`src/rtl/id_ex_stage_if.sv`:
```
// id_ex_stage_if: decoded ID fields in, registered IDEX fields and hazard status out
interface id_ex_stage_if #(
   parameter int DATA_WIDTH  = 16,
   parameter int ALUOP_WIDTH = 4,
   parameter int CNT_WIDTH   = 16
);
   logic [2:0]             Rx_a_ID, Ry_a_ID, Rz_a_ID, registerToWriteId_a_ID;
   logic                   usesRx_ID, usesRy_ID;
   logic [1:0]             readSpecReg_a_ID, writeSpecReg_a_ID;
   logic                   regWrite_a_ID, memRead_a_ID, memWrite_a_ID, aluSrc_a_ID;
   logic [ALUOP_WIDTH-1:0] aluOp_a_ID;
   logic [DATA_WIDTH-1:0]  readData1_ID, readData2_ID, immediate_ID, pc_ID;
   logic                   hold_EX, flush_ID;
   logic [2:0]             Rx_a_IDEX, Ry_a_IDEX, Rz_a_IDEX, registerToWriteId_a_IDEX;
   logic [1:0]             readSpecReg_a_IDEX, writeSpecReg_a_IDEX;
   logic                   regWrite_a_IDEX, memRead_a_IDEX, memWrite_a_IDEX, aluSrc_a_IDEX;
   logic [ALUOP_WIDTH-1:0] aluOp_a_IDEX;
   logic [DATA_WIDTH-1:0]  readData1_IDEX, readData2_IDEX, immediate_IDEX, pc_IDEX;
   logic                   valid_IDEX, stall_IFID;
   logic [CNT_WIDTH-1:0]   bubbleCount;
   modport master (
      output Rx_a_ID, Ry_a_ID, Rz_a_ID, registerToWriteId_a_ID, usesRx_ID, usesRy_ID,
             readSpecReg_a_ID, writeSpecReg_a_ID, regWrite_a_ID, memRead_a_ID, memWrite_a_ID,
             aluSrc_a_ID, aluOp_a_ID, readData1_ID, readData2_ID, immediate_ID, pc_ID,
             hold_EX, flush_ID,
      input  Rx_a_IDEX, Ry_a_IDEX, Rz_a_IDEX, registerToWriteId_a_IDEX, readSpecReg_a_IDEX,
             writeSpecReg_a_IDEX, regWrite_a_IDEX, memRead_a_IDEX, memWrite_a_IDEX, aluSrc_a_IDEX,
             aluOp_a_IDEX, readData1_IDEX, readData2_IDEX, immediate_IDEX, pc_IDEX,
             valid_IDEX, stall_IFID, bubbleCount
   );
   modport slave (
      input  Rx_a_ID, Ry_a_ID, Rz_a_ID, registerToWriteId_a_ID, usesRx_ID, usesRy_ID,
             readSpecReg_a_ID, writeSpecReg_a_ID, regWrite_a_ID, memRead_a_ID, memWrite_a_ID,
             aluSrc_a_ID, aluOp_a_ID, readData1_ID, readData2_ID, immediate_ID, pc_ID,
             hold_EX, flush_ID,
      output Rx_a_IDEX, Ry_a_IDEX, Rz_a_IDEX, registerToWriteId_a_IDEX, readSpecReg_a_IDEX,
             writeSpecReg_a_IDEX, regWrite_a_IDEX, memRead_a_IDEX, memWrite_a_IDEX, aluSrc_a_IDEX,
             aluOp_a_IDEX, readData1_IDEX, readData2_IDEX, immediate_IDEX, pc_IDEX,
             valid_IDEX, stall_IFID, bubbleCount
   );
endinterface

```
`src/rtl/id_ex_stage.sv`:
```
// id_ex_stage: ID/EX pipeline register with load-use bubble insertion, hold and flush
module id_ex_stage (
   input logic          clk,
   input logic          rst,
   id_ex_stage_if.slave b
);
   logic load_use, gpr_hit, spec_hit;
   // a load in EX whose destination (GPR or special register) is read by the instruction in ID
   always_comb begin
      gpr_hit  = b.regWrite_a_IDEX & ((b.usesRx_ID & (b.registerToWriteId_a_IDEX == b.Rx_a_ID)) |
                                      (b.usesRy_ID & (b.registerToWriteId_a_IDEX == b.Ry_a_ID)));
      spec_hit = (b.writeSpecReg_a_IDEX != 2'b00) & (b.writeSpecReg_a_IDEX == b.readSpecReg_a_ID);
      load_use = b.valid_IDEX & b.memRead_a_IDEX & (gpr_hit | spec_hit);
      b.stall_IFID = b.hold_EX | (load_use & ~b.flush_ID);
   end
   // hold freezes everything; flush or load-use inserts a bubble keeping the data fields; else capture ID
   always_ff @(posedge clk or negedge rst) begin
      if (!rst) begin
         b.Rx_a_IDEX <= '0;
         b.Ry_a_IDEX <= '0;
         b.Rz_a_IDEX <= '0;
         b.registerToWriteId_a_IDEX <= '0;
         b.readSpecReg_a_IDEX <= '0;
         b.writeSpecReg_a_IDEX <= '0;
         b.regWrite_a_IDEX <= 1'b0;
         b.memRead_a_IDEX <= 1'b0;
         b.memWrite_a_IDEX <= 1'b0;
         b.aluSrc_a_IDEX <= 1'b0;
         b.aluOp_a_IDEX <= '0;
         b.readData1_IDEX <= '0;
         b.readData2_IDEX <= '0;
         b.immediate_IDEX <= '0;
         b.pc_IDEX <= '0;
         b.valid_IDEX <= 1'b0;
         b.bubbleCount <= '0;
      end else if (!b.hold_EX) begin
         if (b.flush_ID | load_use) begin
            b.regWrite_a_IDEX <= 1'b0;
            b.memRead_a_IDEX <= 1'b0;
            b.memWrite_a_IDEX <= 1'b0;
            b.writeSpecReg_a_IDEX <= '0;
            b.valid_IDEX <= 1'b0;
         end else begin
            b.Rx_a_IDEX <= b.Rx_a_ID;
            b.Ry_a_IDEX <= b.Ry_a_ID;
            b.Rz_a_IDEX <= b.Rz_a_ID;
            b.registerToWriteId_a_IDEX <= b.registerToWriteId_a_ID;
            b.readSpecReg_a_IDEX <= b.readSpecReg_a_ID;
            b.writeSpecReg_a_IDEX <= b.writeSpecReg_a_ID;
            b.regWrite_a_IDEX <= b.regWrite_a_ID;
            b.memRead_a_IDEX <= b.memRead_a_ID;
            b.memWrite_a_IDEX <= b.memWrite_a_ID;
            b.aluSrc_a_IDEX <= b.aluSrc_a_ID;
            b.aluOp_a_IDEX <= b.aluOp_a_ID;
            b.readData1_IDEX <= b.readData1_ID;
            b.readData2_IDEX <= b.readData2_ID;
            b.immediate_IDEX <= b.immediate_ID;
            b.pc_IDEX <= b.pc_ID;
            b.valid_IDEX <= 1'b1;
         end
         if (load_use & ~b.flush_ID & ~&b.bubbleCount) b.bubbleCount <= b.bubbleCount + 1'b1;
      end
   end
endmodule

```
`src/flat_wrapper.sv`:
```
// flat-port wrapper written by rule: the top's interface ports become plain ports
module id_ex_stage_flat 
  (clk, rst, b_Rx_a_ID, b_Ry_a_ID, b_Rz_a_ID, b_registerToWriteId_a_ID, b_usesRx_ID, b_usesRy_ID, b_readSpecReg_a_ID, b_writeSpecReg_a_ID, b_regWrite_a_ID, b_memRead_a_ID, b_memWrite_a_ID, b_aluSrc_a_ID, b_aluOp_a_ID, b_readData1_ID, b_readData2_ID, b_immediate_ID, b_pc_ID, b_hold_EX, b_flush_ID, b_Rx_a_IDEX, b_Ry_a_IDEX, b_Rz_a_IDEX, b_registerToWriteId_a_IDEX, b_readSpecReg_a_IDEX, b_writeSpecReg_a_IDEX, b_regWrite_a_IDEX, b_memRead_a_IDEX, b_memWrite_a_IDEX, b_aluSrc_a_IDEX, b_aluOp_a_IDEX, b_readData1_IDEX, b_readData2_IDEX, b_immediate_IDEX, b_pc_IDEX, b_valid_IDEX, b_stall_IFID, b_bubbleCount);
  id_ex_stage_if #(.CNT_WIDTH(16)) b_i ();
  input logic clk;
  input logic rst;
  input wire logic [$bits(b_i.Rx_a_ID)-1:0] b_Rx_a_ID;
  input wire logic [$bits(b_i.Ry_a_ID)-1:0] b_Ry_a_ID;
  input wire logic [$bits(b_i.Rz_a_ID)-1:0] b_Rz_a_ID;
  input wire logic [$bits(b_i.registerToWriteId_a_ID)-1:0] b_registerToWriteId_a_ID;
  input wire logic [$bits(b_i.usesRx_ID)-1:0] b_usesRx_ID;
  input wire logic [$bits(b_i.usesRy_ID)-1:0] b_usesRy_ID;
  input wire logic [$bits(b_i.readSpecReg_a_ID)-1:0] b_readSpecReg_a_ID;
  input wire logic [$bits(b_i.writeSpecReg_a_ID)-1:0] b_writeSpecReg_a_ID;
  input wire logic [$bits(b_i.regWrite_a_ID)-1:0] b_regWrite_a_ID;
  input wire logic [$bits(b_i.memRead_a_ID)-1:0] b_memRead_a_ID;
  input wire logic [$bits(b_i.memWrite_a_ID)-1:0] b_memWrite_a_ID;
  input wire logic [$bits(b_i.aluSrc_a_ID)-1:0] b_aluSrc_a_ID;
  input wire logic [$bits(b_i.aluOp_a_ID)-1:0] b_aluOp_a_ID;
  input wire logic [$bits(b_i.readData1_ID)-1:0] b_readData1_ID;
  input wire logic [$bits(b_i.readData2_ID)-1:0] b_readData2_ID;
  input wire logic [$bits(b_i.immediate_ID)-1:0] b_immediate_ID;
  input wire logic [$bits(b_i.pc_ID)-1:0] b_pc_ID;
  input wire logic [$bits(b_i.hold_EX)-1:0] b_hold_EX;
  input wire logic [$bits(b_i.flush_ID)-1:0] b_flush_ID;
  output wire logic [$bits(b_i.Rx_a_IDEX)-1:0] b_Rx_a_IDEX;
  output wire logic [$bits(b_i.Ry_a_IDEX)-1:0] b_Ry_a_IDEX;
  output wire logic [$bits(b_i.Rz_a_IDEX)-1:0] b_Rz_a_IDEX;
  output wire logic [$bits(b_i.registerToWriteId_a_IDEX)-1:0] b_registerToWriteId_a_IDEX;
  output wire logic [$bits(b_i.readSpecReg_a_IDEX)-1:0] b_readSpecReg_a_IDEX;
  output wire logic [$bits(b_i.writeSpecReg_a_IDEX)-1:0] b_writeSpecReg_a_IDEX;
  output wire logic [$bits(b_i.regWrite_a_IDEX)-1:0] b_regWrite_a_IDEX;
  output wire logic [$bits(b_i.memRead_a_IDEX)-1:0] b_memRead_a_IDEX;
  output wire logic [$bits(b_i.memWrite_a_IDEX)-1:0] b_memWrite_a_IDEX;
  output wire logic [$bits(b_i.aluSrc_a_IDEX)-1:0] b_aluSrc_a_IDEX;
  output wire logic [$bits(b_i.aluOp_a_IDEX)-1:0] b_aluOp_a_IDEX;
  output wire logic [$bits(b_i.readData1_IDEX)-1:0] b_readData1_IDEX;
  output wire logic [$bits(b_i.readData2_IDEX)-1:0] b_readData2_IDEX;
  output wire logic [$bits(b_i.immediate_IDEX)-1:0] b_immediate_IDEX;
  output wire logic [$bits(b_i.pc_IDEX)-1:0] b_pc_IDEX;
  output wire logic [$bits(b_i.valid_IDEX)-1:0] b_valid_IDEX;
  output wire logic [$bits(b_i.stall_IFID)-1:0] b_stall_IFID;
  output wire logic [$bits(b_i.bubbleCount)-1:0] b_bubbleCount;
  assign b_i.Rx_a_ID = b_Rx_a_ID;
  assign b_i.Ry_a_ID = b_Ry_a_ID;
  assign b_i.Rz_a_ID = b_Rz_a_ID;
  assign b_i.registerToWriteId_a_ID = b_registerToWriteId_a_ID;
  assign b_i.usesRx_ID = b_usesRx_ID;
  assign b_i.usesRy_ID = b_usesRy_ID;
  assign b_i.readSpecReg_a_ID = b_readSpecReg_a_ID;
  assign b_i.writeSpecReg_a_ID = b_writeSpecReg_a_ID;
  assign b_i.regWrite_a_ID = b_regWrite_a_ID;
  assign b_i.memRead_a_ID = b_memRead_a_ID;
  assign b_i.memWrite_a_ID = b_memWrite_a_ID;
  assign b_i.aluSrc_a_ID = b_aluSrc_a_ID;
  assign b_i.aluOp_a_ID = b_aluOp_a_ID;
  assign b_i.readData1_ID = b_readData1_ID;
  assign b_i.readData2_ID = b_readData2_ID;
  assign b_i.immediate_ID = b_immediate_ID;
  assign b_i.pc_ID = b_pc_ID;
  assign b_i.hold_EX = b_hold_EX;
  assign b_i.flush_ID = b_flush_ID;
  assign b_Rx_a_IDEX = b_i.Rx_a_IDEX;
  assign b_Ry_a_IDEX = b_i.Ry_a_IDEX;
  assign b_Rz_a_IDEX = b_i.Rz_a_IDEX;
  assign b_registerToWriteId_a_IDEX = b_i.registerToWriteId_a_IDEX;
  assign b_readSpecReg_a_IDEX = b_i.readSpecReg_a_IDEX;
  assign b_writeSpecReg_a_IDEX = b_i.writeSpecReg_a_IDEX;
  assign b_regWrite_a_IDEX = b_i.regWrite_a_IDEX;
  assign b_memRead_a_IDEX = b_i.memRead_a_IDEX;
  assign b_memWrite_a_IDEX = b_i.memWrite_a_IDEX;
  assign b_aluSrc_a_IDEX = b_i.aluSrc_a_IDEX;
  assign b_aluOp_a_IDEX = b_i.aluOp_a_IDEX;
  assign b_readData1_IDEX = b_i.readData1_IDEX;
  assign b_readData2_IDEX = b_i.readData2_IDEX;
  assign b_immediate_IDEX = b_i.immediate_IDEX;
  assign b_pc_IDEX = b_i.pc_IDEX;
  assign b_valid_IDEX = b_i.valid_IDEX;
  assign b_stall_IFID = b_i.stall_IFID;
  assign b_bubbleCount = b_i.bubbleCount;
  id_ex_stage u_core (.clk(clk), .rst(rst), .b(b_i));
endmodule
```
`config.mk`:
```
export PLATFORM = sky130hd
export DESIGN_NAME = id_ex_stage_flat
export DESIGN_NICKNAME = d
export VERILOG_FILES = /design/src/rtl/id_ex_stage_if.sv /design/src/rtl/id_ex_stage.sv /design/src/flat_wrapper.sv
export SDC_FILE = /design/constraint.sdc
export NUM_CORES = 1
export LEC_CHECK = 0
export BUFFER_PORTS_ARGS = -buffer_cell sky130_fd_sc_hd__buf_2
export CELL_PAD_IN_SITES_DETAIL_PLACEMENT = 0
export CELL_PAD_IN_SITES_GLOBAL_PLACEMENT = 1
export CORE_UTILIZATION = 36
export CTS_CLUSTER_DIAMETER = 60
export DETAILED_ROUTE_END_ITERATION = 16
export HOLD_SLACK_MARGIN = 0.05
export PLACE_DENSITY = 0.77
export SLEW_MARGIN = 20
export SYNTH_ARGS = -nofsm -noshare
export SYNTH_HDL_FRONTEND = slang
export SYNTH_SLANG_ARGS = --single-unit
```
`constraint.sdc`:
```
create_clock -name clk -period 3.5 [get_ports clk]
set_input_delay 1.05 -clock clk [delete_from_list [all_inputs] [get_ports clk]]
set_output_delay 1.05 -clock clk [all_outputs]
set_load 0.005 [all_outputs]
```
==> impl_metrics.tcl, run 1 <==
set metrics [dict create \
    min_period_ps 3370 \
    postSynthCellCount 283 \
    grt_overflow_total 0 \
    fin_setup_tns_ps 0 \
    syn_area_um2 4200 \
    path_common_cell "buf_2" \
    place_ws_ps 93.3 \
    holdPathEnd "u_core.b.bubbleCount[14]" \
    post-route-period-util_pct 96.3 \
    num_rows 39 \
    worstPathCellList "buf_2 > xnor2_1 > and3_1 > or4_1 > nand3_1 > o21bai_1 > buf_2" \
    clock_sinks 105 \
    vdd_ir_drop_max_mv 0.339 \
    drc 0 \
    final_nets 583 \
    drive_above_1_share_pct 61.9 \
    ys_async_sr_fraction_pct 100 \
    die_y_um 110 \
    hold_buffers 0 \
    clk_path_buf_depth 2 \
    viasPerCell 4.80 \
    power_frac_comb_pct 16.6 \
    final_cell_mix "buf_2 (198), dfrtp_1 (105), mux2_2 (80)" \
    swShare_pct 24.0 \
    hold_depth 1 \
    cp_slowest_cell "or4_1" \
    cp_data_arrival_time_ps 2320 \
    dieArea_um2 12100 \
    grt_use_total_pct 16.3 \
    drt-initial-drc-count 105 \
    leakagePower_uw 0.00281 \
    ys.warnings.count 0 \
    register_area_um2 2630 \
    die_width_um 110 \
    final-hold-violation-count 0 \
    clock-root-buffer "clkbuf_16" \
    wl_mm 9.47 \
    syn_nets 378 \
    antenna_found_initial 0 \
    worst-setup-path-type "in -> out" \
    hold_slack_ps 489 \
    port_buffers 199 \
    pwr-share-seq_pct 49.9 \
    power.density_nw_per_um2 508 \
    cp_num_cells 7 \
    fmax_mhz 297 \
    grt_start_max_net_pins 59 \
    synthTopCellsByArea "dfrtp_1 (63%), mux2_2 (21%), xnor2_1 (3.1%), nand4_1 (1.5%), xor2_1 (1.5%)" \
    syn_avg_cell_area_um2 14.8 \
    rr_startpoint "u_core.b.writeSpecReg_a_IDEX[0]" \
    synth_top_cell_by_area "dfrtp_1" \
    yosysSeqAreaShare_pct 62.5 \
    r2r-end "u_core.b.pc_IDEX[12]" \
    synth_cell_type_count 27 \
    routedWlPerCell_um 14.9 \
    post_cts_resized 0 \
    nFillCells 1061 \
    slew_violations 0 \
    grt_pass1_wl_mm 14.9 \
    setup_ws_ps 130 \
    synth_edf_count 0 \
    ff2ff_path_depth 8 \
    firstDrtPassIters 4 \
    final_common_cell "buf_2" \
    core_um2 11400 \
    status "complete, no violations" \
    slowest_delay_ps 540 \
    ff2ff_setup_slack_ps 850 \
    worst_setup_path_start_kind "input pin" \
    cts_tree "built" \
    critPathCaptureType "primary output" \
    antenna_left 0 \
    min-delay-start "u_core.b.bubbleCount[14]" \
    ios 200 \
    clock_latency_ps 340 \
    crit_required_ps 2450 \
    cts_setup_buffers 0 \
    antennaDiodeCount 0 \
    multi_input_area_um2 1510 \
    place_hpwl_mm 6.98 \
    setup_viol 0 \
    initial_core_util_pct 36.8 \
    skew_ps 7.50 \
    maxCapViolCount 0 \
    ys.flop_type "dfrtp_1" \
    gp_congestion 0.745 \
    htree_levels 3 \
    vias 3053 \
    p_sw_uw 699 \
    crit_family "simple AND/OR/NAND/NOR gates" \
    synth.ff_latch_count 105 \
    cts.clk_slew.worst_paths_ps 60 \
    grt_pass1_vias 3089 \
    area_delta_synth_final_pct 36.4 \
    synth_top_area_share_pct 62.5 \
    worstMarginPinSlew_ps 757 \
    p_clk_share_pct 33.5 \
    cts_made_buffers 9 \
    crit_fanout 3 \
    power.internal_uw 2210 \
    min_path_type "reg -> reg" \
    grt_setup_unrepaired "no" \
    power_uw 2910 \
    relSlewSlack_pct 49.5 \
    stdcell_count 636 \
    place_inst 620 \
    critPathBufInv 2 \
]
==> layer usage <==
metal	up-vias	global-route usage, %	part of all wire (%)
met5	-	0	0
met4	0	8.19	2.2
met3	14	5.70	9.0
met2	128	25.3	47
met1	1489	20.2	42
li1	1422	-	-
==> worst max path at each step <==
stage / from / end
floorplan: b_readSpecReg_a_ID[0] / b_stall_IFID
global placement: b_readSpecReg_a_ID[0] / b_stall_IFID
detailed placement: b_readSpecReg_a_ID[0] / u_core.b.pc_IDEX[12]
CTS: b_readSpecReg_a_ID[0] / b_stall_IFID
global route: b_readSpecReg_a_ID[0] / b_stall_IFID
finish: b_readSpecReg_a_ID[0] / b_stall_IFID
==> cells by family after synthesis <==
group,count (synthesis),synth area share [%]
adder cells (fa/ha/maj),1,0.298
multiplexers,84,22.5
buffers and inverters,15,1.85
AO/OA/AOI/OAI,8,1.76
flip-flops,105,62.5
AND/OR/NAND/NOR,48,6.46
XOR/XNOR,22,4.59
==> synth_stat cells, types with 2 or more instances <==
cell,instances
and3_1,5
nor2_1,5
nand4_1,10
mux2_2,80
nand2_1,7
nor4_1,2
or4_1,2
clkbuf_1,4
a22o_1,5
buf_2,8
and4_1,2
dfrtp_1,105
nor3_1,3
xnor2_1,15
xor2_1,7
nand3_1,9
mux2_1,4
==> final cells by class <==
| cell class | instances | share of cell area, % |
|---|---|---|
| Multi-Input combinational cell | 163 | 26.3 |
| Clock buffer | 14 | 4.96 |
| Sequential cell | 105 | 45.8 |
| Timing Repair Buffer | 209 | 19.6 |
| Tap cell | 143 | 3.12 |
| Clock inverter | 2 | 0.175 |
==> registers in the layout (all words and copies together) (netlist names) <==
| signal | flops |
|---|---|
| u_core.b.memWrite_a_IDEX | 1 |
| u_core.b.valid_IDEX | 1 |
| u_core.b.aluSrc_a_IDEX | 1 |
| u_core.b.Rx_a_IDEX | 3 |
| u_core.b.readData2_IDEX | 16 |
| u_core.b.regWrite_a_IDEX | 1 |
| u_core.b.aluOp_a_IDEX | 4 |
| u_core.b.readSpecReg_a_IDEX | 2 |
| u_core.b.memRead_a_IDEX | 1 |
| u_core.b.Rz_a_IDEX | 3 |
| u_core.b.bubbleCount | 16 |
| u_core.b.pc_IDEX | 16 |
| u_core.b.registerToWriteId_a_IDEX | 3 |
| u_core.b.Ry_a_IDEX | 3 |
| u_core.b.writeSpecReg_a_IDEX | 2 |
| u_core.b.readData1_IDEX | 16 |
| u_core.b.immediate_IDEX | 16 |
==> stage by stage <==
step / utilization [%] / area, µm²
global route: 50.2 / 5730
finish: 50.2 / 5730
floorplan: - / 4200
global placement: 47.6 / 5440
detailed placement: 47.6 / 5440
CTS: 50.2 / 5730
==> power by group through the flow <==
stage	combinational [µW]	sequential (µW)	clock, µW
4_1_cts	494	1460	1020
6_report	482	1450	977
5_1_grt	536	1480	1070
3_3_place_gp	482	1470	0
3_5_place_dp	494	1480	0
2_1_floorplan	190	1490	0
(Power assumes the default switching activity.)
==> run 2, diff against run 1 <==
--- a/config.mk
+++ b/config.mk
@@ -5,14 +5,15 @@
 export SDC_FILE = /design/constraint.sdc
 export NUM_CORES = 1
 export LEC_CHECK = 0
+export ABC_AREA = 1
 export BUFFER_PORTS_ARGS = -buffer_cell sky130_fd_sc_hd__buf_2
 export CELL_PAD_IN_SITES_DETAIL_PLACEMENT = 0
 export CELL_PAD_IN_SITES_GLOBAL_PLACEMENT = 1
-export CORE_UTILIZATION = 36
+export CORE_UTILIZATION = 31
 export CTS_CLUSTER_DIAMETER = 60
 export DETAILED_ROUTE_END_ITERATION = 16
 export HOLD_SLACK_MARGIN = 0.05
-export PLACE_DENSITY = 0.77
+export PLACE_DENSITY = 0.7
 export SLEW_MARGIN = 20
 export SYNTH_ARGS = -nofsm -noshare
 export SYNTH_HDL_FRONTEND = slang
==> impl_metrics.tcl, run 2 <==
set metrics [dict create \
    final_cell_mix "buf_2 (198), inv_1 (127), nand2_1 (127)" \
    fmax_mhz 326 \
    drc 0 \
    p_clk_share_pct 38.0 \
    cts_tree "built" \
    fin_setup_tns_ps 0 \
    htree_levels 3 \
    slew_violations 0 \
    core_um2 14800 \
    port_buffers 199 \
    dpl-instance-area_um2 5910 \
    grt_pass1_vias 3993 \
    num_rows 44 \
    synth_cell_type_count 28 \
    dieArea_um2 15800 \
    power.internal_uw 2260 \
    pwr-share-seq_pct 46.8 \
    place_hpwl_mm 8.95 \
    power_frac_comb_pct 15.2 \
    status "complete, no violations" \
    ys.warnings.count 0 \
    gp_congestion 0.745 \
    synth_edf_count 0 \
    antenna_left 0 \
    cts.clk_slew.worst_paths_ps 70 \
    die_y_um 126 \
    synthTopCellsByArea "dfrtp_1 (55%), inv_1 (10%), nand2_1 (10%), o21ai_1 (6.4%), nand3_1 (2.6%)" \
    yosysSeqAreaShare_pct 55.2 \
    skew_ps 7.16 \
    synth_commonest_cells "inv_1 (127), nand2_1 (127), dfrtp_1 (105)" \
    die_width_um 126 \
    swShare_pct 25.6 \
    initial_core_util_pct 32.2 \
    worstMarginPinSlew_ps 631 \
    antenna_found_initial 0 \
    hold_buffers 0 \
    nFillCells 1546 \
    post-route-period-util_pct 87.7 \
    fin_area_um2 6240 \
    clk_path_buf_depth 2 \
    wl_mm 12.1 \
    cp_data_arrival_time_ps 2020 \
    antennaDiodeCount 0 \
    ff2ff_path_depth 9 \
    final_common_cell "buf_2" \
    final-hold-violation-count 0 \
    area_delta_synth_final_pct 31.3 \
    routedWlPerCell_um 12.9 \
    syn_avg_cell_area_um2 8.55 \
    maxCapViolCount 0 \
    grt_setup_unrepaired "no" \
    setup_viol 0 \
    worst-setup-path-type "in -> out" \
    postSynthCellCount 556 \
    syn_area_um2 4760 \
    grt_pass1_wl_mm 20.0 \
    drive_above_1_share_pct 32.9 \
    ys_async_sr_fraction_pct 100 \
    cts_setup_buffers 0 \
    crit_required_ps 2450 \
    relSlewSlack_pct 57.9 \
    final_nets 847 \
    min_period_ps 3070 \
    grt_use_total_pct 16.0 \
    synth.ff_latch_count 105 \
    grt_overflow_total 0 \
    min_path_type "reg -> reg" \
    clock_latency_ps 350 \
    post_cts_resized 0 \
    vdd_ir_drop_max_mv 0.258 \
    vias 4099 \
    clock-root-buffer "clkbuf_16" \
    leakagePower_uw 0.00368 \
    drt-initial-drc-count 224 \
    synth_top_cell_by_area "dfrtp_1" \
    register_area_um2 2630 \
    viasPerCell 4.36 \
    ys.flop_type "dfrtp_1" \
    synth_top_area_share_pct 55.2 \
    grt_start_max_net_pins 76 \
    worst_setup_path_start_kind "input pin" \
    critPathCaptureType "primary output" \
    syn_nets 651 \
    power.density_nw_per_um2 487 \
    clock_sinks 105 \
    cts_made_buffers 9 \
    multi_input_area_um2 1480 \
    crit_fanout 3 \
    hold_depth 2 \
    ios 200 \
    p_sw_uw 778 \
    firstDrtPassIters 5 \
]
[run 2: worst paths after layout]
kind,to,slack (ps),start
setup / recovery,b_stall_IFID,430,b_Rx_a_ID[0]
hold / removal,u_core.b.readData2_IDEX[7],480,u_core.b.readData2_IDEX[7]
setup reg to reg,u_core.b.bubbleCount[2],1510,u_core.b.bubbleCount[0]
hold reg to reg,u_core.b.readData2_IDEX[7],480,u_core.b.readData2_IDEX[7]
max in group asynchronous,u_core.b.immediate_IDEX[11],2030,rst
min in group asynchronous,u_core.b.immediate_IDEX[15],720,rst
[run 2: power by group through the flow]
| stage | Clock [µW] | Combinational [µW] | Sequential, µW |
|---|---|---|---|
| 6_report | 1150 | 464 | 1420 |
| 5_1_grt | 1240 | 531 | 1440 |
| 4_1_cts | 1200 | 477 | 1420 |
| 3_5_place_dp | 0 | 476 | 1450 |
| 3_3_place_gp | 0 | 470 | 1440 |
| 2_1_floorplan | 0 | 200 | 1460 |
[run 2: logic make-up (layout without fill, tap and decap cells)]
kind of cell	Yosys count	after routing	synth area share (%)
fa+ha+maj	1	1	0.263
buf+inv	150	351	13.5
compound gates	106	106	12.9
xor+xnor	3	3	0.553
simple gates	191	191	17.5
flops	105	105	55.2
[run 2: final cells by class]
cell class              instances  share of cell area (%)
flip-flops and latches        105                    42.1
clock inverters                 5                    1.66
repair buffers                207                    17.4
inverters                     128                    7.70
clock buffers                  11                    3.73
multi-input cells             301                    23.8
well taps                     184                    3.69
[run 2: per-stage QoR]
stage                     utilization [%]  std cells  setup WS, ps  hold slack (ps)  total power, µW
after global placement               40.0        925           439              466             1910
after global routing                 42.3        941           303              504             3210
after floorplan                         -        556           789              476             1660
final                                42.3        941           430              484             3040
after CTS                            42.3        941           391              487             3100
after detailed placement             40.0        925           397              469             1920
[run 2: worst max-delay path, cell delays in order]
cell     delay (ps)
buf_2            90
inv_1            40
nand2_1          50
nand2_1          50
nor2_1           90
nand2_1          50
nand2_1          70
nand2_1          60
nand2_2         120
nand3_2         140
nand2_1          90
buf_2           110
[run 2: per-layer routing]
metal | vias to the layer above | global-route usage (%) | wire length [µm]
li1 | 2082 | - | -
met1 | 1859 | 21.7 | 5920
met2 | 144 | 24.9 | 5370
met3 | 14 | 3.44 | 666
met4 | 0 | 5.95 | 174
met5 | - | 0 | 0
==> run 3, diff against run 2 <==
==> constraint.sdc (replaced) <==
create_clock -name clk -period 3.65 [get_ports clk]
set_input_delay 1.095 -clock clk [delete_from_list [all_inputs] [get_ports clk]]
set_output_delay 1.095 -clock clk [all_outputs]
set_load 0.005 [all_outputs]
==> impl_metrics.tcl, run 3 (synthesized netlist as in run 2, its figures left out) <==
set metrics [dict create \
    crit_required_ps 2550 \
    setup_viol 0 \
    stdcell_count 938 \
    gr-max-usage-layer "met2" \
    cp_slowest_cell "buf_2" \
    clock_sinks 105 \
    nFillCells 1544 \
    post_cts_resized 0 \
    final_common_cell "buf_2" \
    slowest_delay_ps 130 \
    die_width_um 126 \
    die_y_um 126 \
    dpl-instance-area_um2 5900 \
    post-route-period-util_pct 86.9 \
    area_delta_synth_final_pct 30.1 \
    drt-initial-drc-count 254 \
    multi_input_area_um2 1480 \
    antennaDiodeCount 0 \
    min_path_type "reg -> reg" \
    final-hold-violation-count 0 \
    relSlewSlack_pct 58.3 \
    cts.clk_slew.worst_paths_ps 70 \
    dieArea_um2 15800 \
    num_rows 44 \
    grt_overflow_total 0 \
    final_nets 844 \
    port_buffers 199 \
    vias 4096 \
    cts_setup_buffers 0 \
    cp_data_arrival_time_ps 2080 \
    rr_startpoint "u_core.b.registerToWriteId_a_IDEX[1]" \
    min-delay-start "u_core.b.readData2_IDEX[7]" \
    grt_setup_unrepaired "no" \
    hold_buffers 0 \
    register_area_um2 2630 \
    final_cell_mix "buf_2 (198), inv_1 (127), nand2_1 (127)" \
    slew_violations 0 \
    path_common_cell "nand2_1" \
    status "complete, no violations" \
    fmax_mhz 315 \
    finish.utilization_pct 41.9 \
    ios 200 \
    grt_use_met1_pct 20.4 \
    wl_mm 12.1 \
    clock_latency_ps 350 \
    worst_setup_path_start_kind "input pin" \
    place_hpwl_mm 8.95 \
    routedWlPerCell_um 12.9 \
    antenna_found_initial 1 \
    grt_pass1_vias 3968 \
    initial_core_util_pct 32.2 \
    place_inst 922 \
    grt_pass1_wl_mm 19.8 \
    use_met2_pct 25.8 \
    grt_use_total_pct 15.9 \
    drc 0 \
    firstDrtPassIters 6 \
    crit_fanout 3 \
    gr-usage-met3_pct 3.70 \
    vdd_ir_drop_max_mv 0.205 \
    antenna_left 0 \
    critPathCaptureType "primary output" \
    cts_tree "built" \
    min_period_ps 3170 \
    worstMarginPinSlew_ps 625 \
    clk_path_buf_depth 2 \
    worst-setup-path-type "in -> out" \
    maxCapViolCount 0 \
    worstPathCellList "buf_2 > nand2_1 > nand2_1 > nor2_1 > nand2_1 > nand2_1 > nand2_1 > nand2_2 > nand3_2 > nand2_1 > buf_2" \
    fin_area_um2 6190 \
    power_uw 2750 \
    cts_made_buffers 9 \
    drive_above_1_share_pct 32.8 \
    grt_start_max_net_pins 63 \
    clock-root-buffer "clkbuf_16" \
    fin_setup_tns_ps 0 \
    skew_ps 6.67 \
    crit_start "b_Rx_a_ID[1]" \
    viasPerCell 4.37 \
    htree_levels 3 \
    gp_congestion 0.737 \
    core_um2 14800 \
    power.density_nw_per_um2 445 \
    leakagePower_uw 0.00364 \
]
==> run 3: per-layer routing <==
metal  vias up  routed length (µm)
met1      1865                5730
met2       134                5430
li1       2082                   -
met5         -                  13
met3        13                 756
met4         2                 134
==> run 3: where the power goes <==
part           switching, µW  total (µW)  leakage (µW)  internal (µW)
Sequential              73.7        1360       0.00124           1290
Clock                    434         941      0.000140            507
Combinational            237         445       0.00226            207
==> run 3: through the flow <==
stage               hold slack (ps)  setup slack (ps)
floorplan                       476               849
global placement                464               469
detailed placement              468               469
CTS                             486               464
global route                    506               275
finish                          482               478
==> run 3: worst paths after layout <==
check | cells after the start | end | slack (ps)
worst max-delay path | 11 | b_stall_IFID | 480
worst min-delay path | 2 | u_core.b.readData2_IDEX[7] | 480
worst max register to register | 13 | u_core.b.pc_IDEX[7] | 1480
worst min register to register | 2 | u_core.b.readData2_IDEX[7] | 480
max in group asynchronous | 2 | u_core.b.valid_IDEX | 2140
min in group asynchronous | 1 | u_core.b.Rz_a_IDEX[0] | 760
==> run 3: cell type report <==
| cell class | instances | share of cell area, % |
|---|---|---|
| repair buffers | 204 | 17.4 |
| well taps | 184 | 3.72 |
| inverters | 128 | 7.77 |
| multi-input cells | 301 | 24.0 |
| clock inverters | 4 | 0.546 |
| flip-flops and latches | 105 | 42.5 |
| clock buffers | 12 | 4.15 |
==> run 3: worst max-delay path, delay by kind of cell <==
family	cells	cell delay (ps)
buffers and inverters	2	250
and+or+nand+nor	9	740
